[src/rtl/fir_pkg.sv]
// rtl/fir_pkg.sv - shared constants, FSM state type and run length for the FIR tap sequencer.
// FIR_SYMMETRIC_EN selects the folded linear-phase run length (TAPS/2).
package fir_pkg;

    localparam int TAPS   = 8;
    localparam int ADDR_W = $clog2(TAPS);

    typedef enum logic [1:0] {
        IDLE,
        WRITE,
        RUN,
        DONE
    } state_t;

    // Folded mode pairs tap k with its mirror, so only half the taps need a cycle.
    function automatic int run_len(input int taps);
`ifdef FIR_SYMMETRIC_EN
        return taps / 2;
`else
        return taps;
`endif
    endfunction

    localparam int RUN_LEN = run_len(TAPS);

endpackage

[src/rtl/fir_ptr_counter.sv]
// rtl/fir_ptr_counter.sv - W-bit wrapping counter with synchronous reset, clear and increment enable.
module fir_ptr_counter #(
    parameter int W = 3
) (
    input  logic         clk,
    input  logic         rst,
    input  logic         clr,
    input  logic         inc,
    output logic [W-1:0] count
);

    always_ff @(posedge clk) begin
        if (rst || clr) begin
            count <= '0;
        end else if (inc) begin
            count <= count + W'(1);
        end
    end

endmodule

[src/rtl/fir_tap_sequencer.sv]
// rtl/fir_tap_sequencer.sv - buffer write and tap address/MAC control sequencer for the FIR datapath.
// FIR_SYMMETRIC_EN enables folded mode: TAPS/2 run cycles with a mirrored second read address.
module fir_tap_sequencer #(
    parameter int TAPS   = fir_pkg::TAPS,
    parameter int ADDR_W = fir_pkg::ADDR_W
) (
    input  logic              clk,
    input  logic              rst,
    input  logic              sample_valid,
    output logic              sample_ready,
    output logic              wr_en,
    output logic [ADDR_W-1:0] wr_addr,
    output logic [ADDR_W-1:0] data_addr,
    output logic [ADDR_W-1:0] data_addr2,
    output logic [ADDR_W-1:0] coef_addr,
    output logic              mac_clr,
    output logic              mac_en,
    output logic              out_valid
);

    import fir_pkg::*;

    localparam int                RUN_CYCLES = run_len(TAPS);
    localparam logic [ADDR_W-1:0] K_LAST     = ADDR_W'(RUN_CYCLES - 1);
    localparam logic [ADDR_W-1:0] TAPS_M1    = ADDR_W'(TAPS - 1);

    state_t            state;
    logic [ADDR_W-1:0] wptr;
    logic [ADDR_W-1:0] k;
    logic [ADDR_W-1:0] tap_idx;
    logic [ADDR_W-1:0] tap_data;
    logic [ADDR_W-1:0] tap_data2;
    logic              accept;

    assign sample_ready = (state == IDLE) & ~rst;
    assign accept       = sample_valid & sample_ready;

    fir_ptr_counter #(.W(ADDR_W)) u_wptr (
        .clk   (clk),
        .rst   (rst),
        .clr   (1'b0),
        .inc   (state == DONE),
        .count (wptr)
    );

    fir_ptr_counter #(.W(ADDR_W)) u_k (
        .clk   (clk),
        .rst   (rst),
        .clr   (accept),
        .inc   ((state == RUN) && (k != K_LAST)),
        .count (k)
    );

    // Outputs are registered, so they are loaded with the tap that the next cycle presents.
    always_comb begin
        tap_idx  = (state == WRITE) ? k : k + ADDR_W'(1);
        tap_data = wptr - tap_idx;
`ifdef FIR_SYMMETRIC_EN
        tap_data2 = wptr - (TAPS_M1 - tap_idx);
`else
        tap_data2 = tap_data;
`endif
    end

    always_ff @(posedge clk) begin
        if (rst) begin
            state      <= IDLE;
            wr_en      <= 1'b0;
            wr_addr    <= '0;
            data_addr  <= '0;
            data_addr2 <= '0;
            coef_addr  <= '0;
            mac_clr    <= 1'b0;
            mac_en     <= 1'b0;
            out_valid  <= 1'b0;
        end else begin
            wr_en     <= 1'b0;
            mac_clr   <= 1'b0;
            mac_en    <= 1'b0;
            out_valid <= 1'b0;
            case (state)
                IDLE: begin
                    if (accept) begin
                        state   <= WRITE;
                        wr_en   <= 1'b1;
                        wr_addr <= wptr;
                        mac_clr <= 1'b1;
                    end
                end
                WRITE: begin
                    state      <= RUN;
                    mac_en     <= 1'b1;
                    coef_addr  <= tap_idx;
                    data_addr  <= tap_data;
                    data_addr2 <= tap_data2;
                end
                RUN: begin
                    if (k == K_LAST) begin
                        state     <= DONE;
                        out_valid <= 1'b1;
                    end else begin
                        mac_en     <= 1'b1;
                        coef_addr  <= tap_idx;
                        data_addr  <= tap_data;
                        data_addr2 <= tap_data2;
                    end
                end
                DONE: begin
                    state <= IDLE;
                end
                default: begin
                    state <= IDLE;
                end
            endcase
        end
    end

endmodule

[config.mk]
export PLATFORM = sky130hd
export DESIGN_NAME = fir_tap_sequencer
export DESIGN_NICKNAME = d
export VERILOG_FILES = /design/src/rtl/fir_pkg.sv /design/src/rtl/fir_ptr_counter.sv /design/src/rtl/fir_tap_sequencer.sv
export SDC_FILE = /design/constraint.sdc
export NUM_CORES = 1
export LEC_CHECK = 0
export ABC_CLOCK_PERIOD_IN_PS = 2100
export CAP_MARGIN = 20
export CORE_UTILIZATION = 47
export CTS_BUF_LIST = sky130_fd_sc_hd__clkbuf_4 sky130_fd_sc_hd__clkbuf_8
export DETAILED_ROUTE_END_ITERATION = 8
export HOLD_SLACK_MARGIN = 0.1
export PLACE_DENSITY = 0.76
export SYNTH_ARGS = -nofsm -noshare
export SYNTH_HDL_FRONTEND = slang
export SYNTH_HIERARCHICAL = 1
export SYNTH_SLANG_ARGS = --single-unit
[constraint.sdc]
create_clock -name clk -period 2.1 [get_ports clk]
set_input_delay 0.315 -clock clk [delete_from_list [all_inputs] [get_ports clk]]
set_output_delay 0.315 -clock clk [all_outputs]
set_load 0.03 [all_outputs]
==> impl_metrics.ini <==
[die]
row_count = 16
die_area_sq_mm = 0.00240
fp.dieH_microns = 49.0
fp.coreArea_sq_mm = 0.00202
initial_core_util_pct = 51.4
fp.dieW_microns = 49.0
io_pins = 20

[pwr]
pwr-share-comb_pct = 56.6
p_leak_nw = 0.480
p_sw_mw = 0.712
swShare_pct = 41.7
p_total_mw = 1.71
max-vdd-ir-drop_mv = 0.640
power_density_mw_per_mm2 = 1350
sequentialPowerShare_pct = 30.9
p_int_mw = 0.994
clkPwrFrac_pct = 12.6

[detailed_routing]
postRouteAntennaNets = 0
wire_per_inst_microns = 11.7
dr_total_vias = 772
via_per_inst = 5.05
firstDrtPassIters = 4
drt-total-wl_microns = 1790
drc_errors = 0
drtIter0Drc = 7

[final_layout]
layout-drive-gt1-share_pct = 12.7
syn_to_final_growth_pct = 21.9
final_nets = 141
num_antenna_cells = 0
final_util_pct = 62.7

[yosys]
yosysTopAreaCell = dfxtp_1
synth_common_cells = 20 x dfxtp_1, 11 x a21oi_1, 10 x ha_1
ys_seq_area_share_pct = 38.5
postSynthCellCount = 106
yosysMostFrequentCell = dfxtp_1
synth_top_area_share_pct = 38.5
yosysWarnings = 6
synth-edff-count = 0
ys_async_sr_fraction_pct = 0
avgSynthCellArea_sq_um = 9.81
ys_types = 29
synth.top_cells.by_area = dfxtp_1 39%, ha_1 12%, a21oi_1 5.3%
netlist_area_sq_mm = 0.00104
ys_ff_latch = 20
synth_ff_type = dfxtp_1

[sta]
fmax_mhz = 500
rsz0062_at_grt = no
skew_ps = 1.20
finalMaxSlewViolations = 0
period_minus_slack_ps = 2000
period_share_pct = 95.3
hold_ws_ps = 463
fin_tns_setup_ps = 0
finalSetupViolCount = 0
finalHoldViolations = 0

[cts]
path_clk_slew_ps = 110
cts_resized = 0
post_cts_buffers = 0
h-tree-depth = 1
cts_tree = built
clock_sinks = 20
cts.root.buffer_cell = clkbuf_4
clock_latency_ps = 280
holdBufCountCts = 0
clk_path_buf_depth = 2
cts_buffers = 3

[placement]
portBuffers = 19
hpwlAfterDp_microns = 1430
gp_congestion = 0.783

[setup_path]
crit_end = data_addr2[2]
ff2ff_setup_slack_ps = 100
r2r_start = state[1]
cp-start-kind = flop
reg2reg_to = data_addr2[2]
critPathRequiredTime_ps = 2310
crit_family = adder cells
arrival_ps = 2210
crit_buf_inv = 1
path_depth = 7
path_max_fanout = 4
worst_setup_path_end_kind = flop
cp_cell_sequence = inv_1 -> ha_2 -> mux2_2 -> fa_1 -> xnor2_1 -> xnor2_1 -> a211oi_1
crit_top_cell = xnor2_1
reg2reg_depth = 7
cpPeakStageDelay_ps = 400
critPathKind = flop to flop
critPathLaunch = state[1]
slowest_stage = fa_1

[grt]
grt_antenna_before_repair = 0
grt.total_usage_pct = 16.5
grt_pass1_wl_microns = 3130
grt_max_degree = 20
gr-total-overflow = 0
grt_pass1_vias = 744

[min_path]
hp-class = flop to flop

[run]
drv_cap = 0

[outcome]
status = complete, no violations
-- kinds of logic after synthesis --
group	after synthesis	share of synthesized area [%]
AOI/OAI and AO/OA	22	14.8
xor gates and xnor gates	5	4.21
adders and majority gates	11	14.0
buffers and inverters	12	7.22
DFF	20	38.5
muxes	4	5.17
other	1	0.361
and+or+nand+nor	31	15.8
-- metal layers --
metal	global-route usage [%]	part of all wire [%]	vias up
met2	28.9	50	11
met5	0	0	-
met3	3.12	2.5	2
met4	5.39	0.56	0
met1	20.2	47	359
li1	-	-	400
-- sequential cells by signal (all words and copies together), names as in the netlist --
register      cells
out_valid         1
coef_addr         3
state             2
wr_addr           3
mac_clr           1
data_addr2        3
u_wptr/count      3
mac_en            1
u_k/count         3
-- how the worst min path moves through the flow --
stage	start	end	slack, ps	depth (start not counted)
after floorplan	rst	u_k/count[2]	380	1
after global placement	wr_addr[2]	wr_addr[2]	450	2
after detailed placement	wr_addr[0]	wr_addr[0]	450	2
after CTS	wr_addr[0]	wr_addr[0]	470	2
after global routing	wr_addr[1]	wr_addr[1]	500	2
final	wr_addr[0]	wr_addr[0]	460	2
-- cells in the final DEF (no fill, tap or decap), types with 3 or more instances in the layout --
| master | n |
|---|---|
| dfxtp_1 | 19 |
| clkdlybuf4s50_1 | 18 |
| a21oi_1 | 11 |
| ha_1 | 9 |
| nor3_1 | 7 |
| xnor2_1 | 5 |
| inv_1 | 5 |
| nand2_1 | 5 |
| nand3_1 | 5 |
| a211oi_1 | 4 |
| nor2_1 | 3 |
| clkbuf_4 | 3 |
| buf_4 | 3 |
| conb_1 | 3 |
-- area by class of cell --
| type | instances | area [sq um] |
|---|---|---|
| fill | 170 | 754 |
| multi-input combinational | 76 | 574 |
| sequential | 20 | 402 |
| timing repair buffer | 21 | 203 |
| clock buffer | 4 | 36.3 |
| tap | 27 | 33.8 |
| inverter | 5 | 18.8 |
-- worst register-to-register path, cell delays in order (launching register included) --
cell and delay, ps:
dfxtp_2 350, inv_1 100, ha_2 220, mux2_2 370, fa_1 400, xnor2_1 140
xnor2_1 120, a211oi_1 210
-- per-stage QoR --
step                      cell area (sq um)  setup slack [ps]  instances
after floorplan                        1050               137        108
after global placement                 1230               139        149
after detailed placement               1230              65.7        149
after CTS                              1260              43.5        153
after global routing                   1270              6.82        153
final                                  1270              99.2        153
-- power groups by stage --
stage | logic [mW] | registers [mW] | clock network (mW)
finish | 0.965 | 0.527 | 0.215
floorplan | 0.653 | 0.633 | 0
CTS | 0.973 | 0.524 | 0.225
global route | 1.05 | 0.540 | 0.245
detailed placement | 0.967 | 0.533 | 0
global placement | 0.953 | 0.526 | 0
(Power assumes the default switching activity.)
